### config.mk
export PLATFORM = sky130hd
export DESIGN_NAME = data_mem_arbiter
export DESIGN_NICKNAME = d
export VERILOG_FILES = /design/src/rtl/data_mem_arbiter.sv
export SDC_FILE = /design/constraint.sdc
export NUM_CORES = 1
export LEC_CHECK = 0
export BUFFER_PORTS_ARGS = -buffer_cell sky130_fd_sc_hd__buf_2
export CAP_MARGIN = 20
export CORE_AREA = 2 2 122 124
export DETAILED_ROUTE_END_ITERATION = 8
export DIE_AREA = 0 0 124 126
export PLACE_DENSITY = 0.47
export SETUP_SLACK_MARGIN = 0.05
export SYNTH_ARGS = -nofsm -noshare
export SYNTH_HDL_FRONTEND = slang
export SYNTH_SLANG_ARGS = --single-unit
export TNS_END_PERCENT = 100
### constraint.sdc
create_clock -name i_clk -period 1.9 [get_ports i_clk]
set_input_delay 0.095 -clock i_clk [delete_from_list [all_inputs] [get_ports i_clk]]
set_output_delay 0.095 -clock i_clk [all_outputs]
set_load 0.005 [all_outputs]
### src/rtl/data_mem_arbiter.sv
// Arbitrates the single-port data BRAM between the CPU memory path and a DMA/debug requester.
// AMO sequences hold lock so no DMA access can land between their read and write phases.
module data_mem_arbiter #(
  parameter int XLEN         = 32,
  parameter int ADDR_W       = 32,
  parameter int MAX_DMA_WAIT = 8
) (
  input  logic                i_clk,
  input  logic                i_rst,
  input  logic                i_cpu_req,
  input  logic [XLEN/8-1:0]   i_cpu_we,
  input  logic [ADDR_W-1:0]   i_cpu_addr,
  input  logic [XLEN-1:0]     i_cpu_wdata,
  input  logic                i_cpu_lock,
  output logic                o_cpu_stall,
  output logic                o_cpu_rvalid,
  output logic [XLEN-1:0]     o_cpu_rdata,
  input  logic                i_dma_valid,
  input  logic [XLEN/8-1:0]   i_dma_we,
  input  logic [ADDR_W-1:0]   i_dma_addr,
  input  logic [XLEN-1:0]     i_dma_wdata,
  output logic                o_dma_ready,
  output logic                o_dma_rvalid,
  output logic [XLEN-1:0]     o_dma_rdata,
  output logic [ADDR_W-1:0]   o_mem_addr,
  output logic [XLEN/8-1:0]   o_mem_we,
  output logic [XLEN-1:0]     o_mem_wdata,
  input  logic [XLEN-1:0]     i_mem_rdata,
  output logic                o_lock_active
);

  localparam int WB = XLEN / 8;
  localparam int CW = $clog2(MAX_DMA_WAIT + 1);
  localparam logic [CW-1:0] WAIT_MAX = CW'(MAX_DMA_WAIT);

  typedef struct packed {
    logic [WB-1:0]     we;
    logic [ADDR_W-1:0] addr;
    logic [XLEN-1:0]   wdata;
  } mem_req_t;

  typedef enum logic {UNLOCKED, LOCKED} lock_e;
  typedef enum logic [1:0] {RD_NONE, RD_CPU, RD_DMA} rd_e;

  lock_e          state_q, state_d;
  rd_e            rd_owner_q, rd_owner_d;
  logic [CW-1:0]  wait_cnt;
  logic           lock_now, dma_gnt, cpu_gnt;
  mem_req_t       cpu_req, dma_req, mem_req;

  assign cpu_req = '{we: i_cpu_we, addr: i_cpu_addr, wdata: i_cpu_wdata};
  assign dma_req = '{we: i_dma_we, addr: i_dma_addr, wdata: i_dma_wdata};

  always_ff @(posedge i_clk) begin
    if (i_rst) state_q <= UNLOCKED;
    else       state_q <= state_d;
  end

  always_comb begin
    state_d = state_q;
    case (state_q)
      UNLOCKED: if (i_cpu_lock)  state_d = LOCKED;
      LOCKED:   if (!i_cpu_lock) state_d = UNLOCKED;
      default:  state_d = UNLOCKED;
    endcase
  end

  // Lock is checked before DMA so an AMO starting alongside a DMA request keeps the port.
  always_comb begin
    lock_now   = i_cpu_lock || (state_q == LOCKED);
    dma_gnt    = 1'b0;
    cpu_gnt    = 1'b0;
    mem_req    = cpu_req;
    rd_owner_d = RD_NONE;
    if (!i_rst) begin
      if (lock_now)
        cpu_gnt = i_cpu_req;
      else if (i_dma_valid && (!i_cpu_req || wait_cnt == WAIT_MAX))
        dma_gnt = 1'b1;
      else
        cpu_gnt = i_cpu_req;
    end
    if (dma_gnt) begin
      mem_req = dma_req;
      if (i_dma_we == '0) rd_owner_d = RD_DMA;
    end else if (cpu_gnt) begin
      if (i_cpu_we == '0) rd_owner_d = RD_CPU;
    end else begin
      mem_req.we = '0;
    end
  end

  // Saturating starvation counter; it keeps running under lock so DMA wins the first free cycle.
  always_ff @(posedge i_clk) begin
    if (i_rst || !i_dma_valid || dma_gnt) wait_cnt <= '0;
    else if (wait_cnt != WAIT_MAX)        wait_cnt <= wait_cnt + 1'b1;
  end

  always_ff @(posedge i_clk) begin
    if (i_rst) rd_owner_q <= RD_NONE;
    else       rd_owner_q <= rd_owner_d;
  end

  assign o_dma_ready   = dma_gnt;
  assign o_cpu_stall   = i_cpu_req && dma_gnt;
  assign o_mem_addr    = mem_req.addr;
  assign o_mem_we      = mem_req.we;
  assign o_mem_wdata   = mem_req.wdata;
  assign o_cpu_rdata   = i_mem_rdata;
  assign o_dma_rdata   = i_mem_rdata;
  assign o_cpu_rvalid  = !i_rst && (rd_owner_q == RD_CPU);
  assign o_dma_rvalid  = !i_rst && (rd_owner_q == RD_DMA);
  assign o_lock_active = (state_q == LOCKED);

endmodule
* Word-level counts from Yosys, hierarchy flattened *
Index checks and enable logic that the tools add are counted.

word-level totals
  register bits = 7
  latch bits = 0
  bits in writable memories = 0
  bits in read-only memories = 0
  bits of input ports = 173
  output and inout port bits = 137
  logic and storage cells = 35
  memories = 0

operators by class
  add/sub/neg operators = 1
  $mul = 0
  divide/modulo/power cells = 0
  $lt $le $gt $ge = 0
  eq/ne operators = 4
  shifts and indexed selects = 0
  muxes and demuxes = 14
  bitwise operators = 0
  reductions and logical operators = 13

operators with widths
  kind                                                                   count
  64-bit two-way mux                                                     1
  1-bit two-way mux                                                      9
  4-bit zero test                                                        2
  4-bit two-way mux                                                      2
  4-bit by 1-bit adder with 4-bit output, second input constant          1
  4-bit equality test, second input constant                             1
  1-bit logical AND                                                      4
  1-bit logical OR                                                       4
  2-bit two-way mux                                                      2
  4-bit != test, second input constant                                   1
  1-bit zero test                                                        3
  2-bit by 1-bit equality test with 1-bit output, second input constant  1
  2-bit equality test, second input constant                             1

* Logic depth before layout (Yosys ltp) *
  depth in word-level cells = 8
  gate-level depth with buffers = 7
  depth with buffers taken out = 5

* Worst setup path before layout *
Ideal clock, no wire load.

  path kind = register to output
  start = reg state_q, in the netlist o_lock_active
  end = out o_mem_addr[0]
  arrival = 1.696 ns
  path slack = 0.109 ns
  cell stages (with the launch flop) = 7
  cells stage by stage = dfxtp_1 or3b_1 buf_2 a211oi_4 buf_6 buf_6 mux2_1

between the ends
  cells in the longest elaborated chain, start to end = 4

ends and longest elaborated chain
  what                    line  text
  from (decl)             45    lock_e state_q, state_d;
  from (signal assigned)  56    else state_q <= state_d;
  1-bit logical OR        70    lock_now = i_cpu_lock || (state_q == LOCKED);
  1-bit two-way mux       76    if (lock_now)
  1-bit two-way mux       75    if (!i_rst) begin
  64-bit two-way mux      83    if (dma_gnt) begin
  to (decl)               25    output logic [ADDR_W-1:0] o_mem_addr,

Every way passes these cells.

* Final worst setup path *
  start = reg wait_cnt[1]
  end = out o_mem_wdata[29]

between the ends
  cells in the longest elaborated chain, start to end = 7

ends and longest elaborated chain
  what                    line  text
  from (decl)             47    logic [CW-1:0] wait_cnt;
  from (signal assigned)  96    else if (wait_cnt != WAIT_MAX) wait_cnt <= wait_cnt + 1'b1;
  4-bit equality test     78    else if (i_dma_valid && (!i_cpu_req || wait_cnt == WAIT_MAX))
  1-bit logical OR        78
  1-bit logical AND       78
  1-bit two-way mux       78
  1-bit two-way mux       76
  1-bit two-way mux       75
  64-bit two-way mux      83
  to (decl)               27    output logic [XLEN-1:0] o_mem_wdata,

Every way passes these cells.

==> qor.txt <==
Tcrit/Tclk final: 113.5%
sequential share of power: 13.4%
fin util: 24.73%
root buffer cell: clkbuf_16
Clock power frac: 32.2%
Post-synth EDFFs: 0
final wirelength: 9.536 mm
type of destination of the critical path: primary output
Pleak: 1.772 nW
met1 Track Usage GR: 9.850%
synth warn: 0
average cell area after synthesis: 9.097 um2
clk buf depth: 2
largest cells by area after synthesis: buf_4 (28%), mux2_1 (26%), mux2_2 (15%), dfxtp_1 (8.0%), buf_6 (3.2%)
crit start category: flop
Worst Setup Path Type: flop to primary output
Num Clock Sinks: 7
CTS tree: built
Switching Power: 0.0002982 W
critical path fanouts, max: 8
Netlist cell types: 30
Clock Latency Late Sink: 230 ps
row cnt: 44
DIE AREA: 15620 um2
Final HPWL DP: 6.280 mm
fin crit period: 2157 ps
largest area contributor in the netlist: buf_4
clk slew on worst S/H paths: 40 ps
layer with the highest usage: met2
Rel. slew slack: 82.29%
hold_buf cts: 0
cell count after synthesis: 192
input/output buffers: 213
Worst Setup Slack, final: -257.0 ps
Final Total Pwr: 0.001146 W
final setup fails: 64
met3 usage: 2.264%
H-tree depth: 1
maximum vdd drop: 0.2314 mV
GP Congestion: 0.7253
Worst EP required: 1800 ps
Max Slew Vio Count: 0
Die W: 124 um
register bit count reported by yosys: 7
Layout area overhead: 102.7%
Logic pwr share: 54.3%
layout net count: 529
critical path arrival: 2060 ps
Final ANT Viol Nets: 0
register area share after synthesis: 8.023%
First-pass DRT Iterations: 4
CTS buffer count: 3
max cap viols: 0
DRT iter0 DRCs: 37
Mapped Nets: 367
height of the die: 126 um
initial antenna violation count: 1
Vias: 2054
Final Hold Fails: 0
f_max: 0.4636 GHz
Synth async-reset ratio: 0%
GRT overflow: 0
vias in the first global route: 1895
DRC: 0
switching share of power: 26.03%
Worst-Margin Slew: 264.8 ps
share of layout cells above drive strength 1: 87.82%
failing checks: negative setup slack
Main synth FF type: dfxtp_1
PwrDens: 323.6 nW/um2
Starting Density: 12.20%
largest net degree at the start of global routing: 21
total core area: 14310 um2
vias per std cell: 3.818
P_int: 0.0008474 W
first-pass GRT wire length: 10.01 mm
RSZ-0062 raised after global routing: yes
DR WL/cell: 17.72 um
top-area cell type share of the netlist area: 28.37%
IO Pins: 310
Hold WC Path Type: input pin to flop
Post-Syn Area: 1747 um2
clk_skew: 1.243 ps
global routing usage on met2: 15.16%
status: finished, violations left
GRT Total Usage: 8.725%
-- stage by stage --
step	instance area, um2	TNS (ps)	hold slack, ps	cells	setup WS [ps]
5_1_grt	3540	-19390	52.01	538	-339.6
2_1_floorplan	1747	0	171.1	192	109.1
4_1_cts	2864	-13790	42.28	529	-266.9
6_report	3540	-13940	44.76	538	-257.0
3_5_place_dp	2541	-1561	190.1	519	-111.3
3_3_place_gp	2541	-244.2	190.1	519	-62.79
-- cells in the final DEF, fill, tap and decap left out, drive strengths merged, types with 2 or more instances in the layout --
master and n:
nor3 2, ha 2, a211o 4, nor3b 2
buf 227, nor4 2, a21oi 6, clkbuf 10
dfxtp 7, inv 7, or3b 2, mux2 64
o211ai 5
-- metal layers --
metal  up-vias  wire [um]  share of wire (%)
met5         -          0                  0
met4         0        317                3.3
met3        18        848                8.9
met2       167       4460                 47
met1       931       3909                 41
li1        938          -                  -
-- layout make-up --
class / count / area [um2]
diodes: 1 / 2.502
clock buffers: 4 / 78.83
fillers: 1532 / 10770
inverters: 7 / 26.28
multi-input cells: 102 / 1267
flip-flops and latches: 7 / 142.6
well taps: 184 / 230.2
repair buffers: 233 / 1792
-- Yosys cell counts, types with 4 or more instances --
cell type	number
clkbuf_1	4
buf_4	66
buf_6	5
a21oi_1	6
inv_1	7
mux2_2	24
o211ai_1	5
mux2_1	40
dfxtp_1	7
a211o_1	4
-- worst paths after layout --
path | startpoint | cells past startpoint | slack (ps) | endpoint
hold / removal | i_cpu_we[2] | 2 | 40 | rd_owner_q[0]
setup reg to reg | wait_cnt[1] | 6 | 180 | wait_cnt[0]
hold reg to reg | wait_cnt[0] | 2 | 540 | wait_cnt[0]
setup / recovery | wait_cnt[1] | 8 | -260 | o_mem_wdata[29]
-- power by group through the flow --
stage	sequential [W]	combinational, W	clock (W)
final	0.000154	0.000623	0.000369
after detailed placement	0.000155	0.000394	0
after global placement	0.000155	0.000391	0
after CTS	0.000153	0.000454	0.000377
after global routing	0.000154	0.000667	0.000383
after floorplan	0.000156	0.000248	0
-- cells by family (layout without fill, tap and decap cells) --
kind of cell / count (synthesis) / after routing / share of synthesized area, %
AO/OA/AOI/OAI: 18 / 18 / 7.736
XOR/XNOR: 2 / 2 / 1.003
adder cells (fa/ha/maj): 2 / 2 / 1.432
buffers and inverters: 83 / 244 / 34.24
flip-flops: 7 / 7 / 8.023
multiplexers: 64 / 64 / 41.26
other: 0 / 1 / 0
AND/OR/NAND/NOR: 16 / 16 / 6.304
-- state kept, by name (all words and copies together), names as in the netlist --
name           count
wait_cnt           4
rd_owner_q         2
o_lock_active      1
-- what timing repair did --
item,4_1_cts,5_1_grt
gates cloned,2,8
setup endpoints to repair,65,70
pin swaps,1,2
resized for setup,38,106
buffers inserted,4,2
-- critical path, stage by stage (launching register included) --
cell and delay (ps):
dfxtp_2 310, inv_2 70, ha_4 120, nand3b_1 160, a211oi_4 330, buf_12 200, buf_6 180, mux2_4 320
buf_6 120
Note: power is estimated with default switching activity, not from simulation.
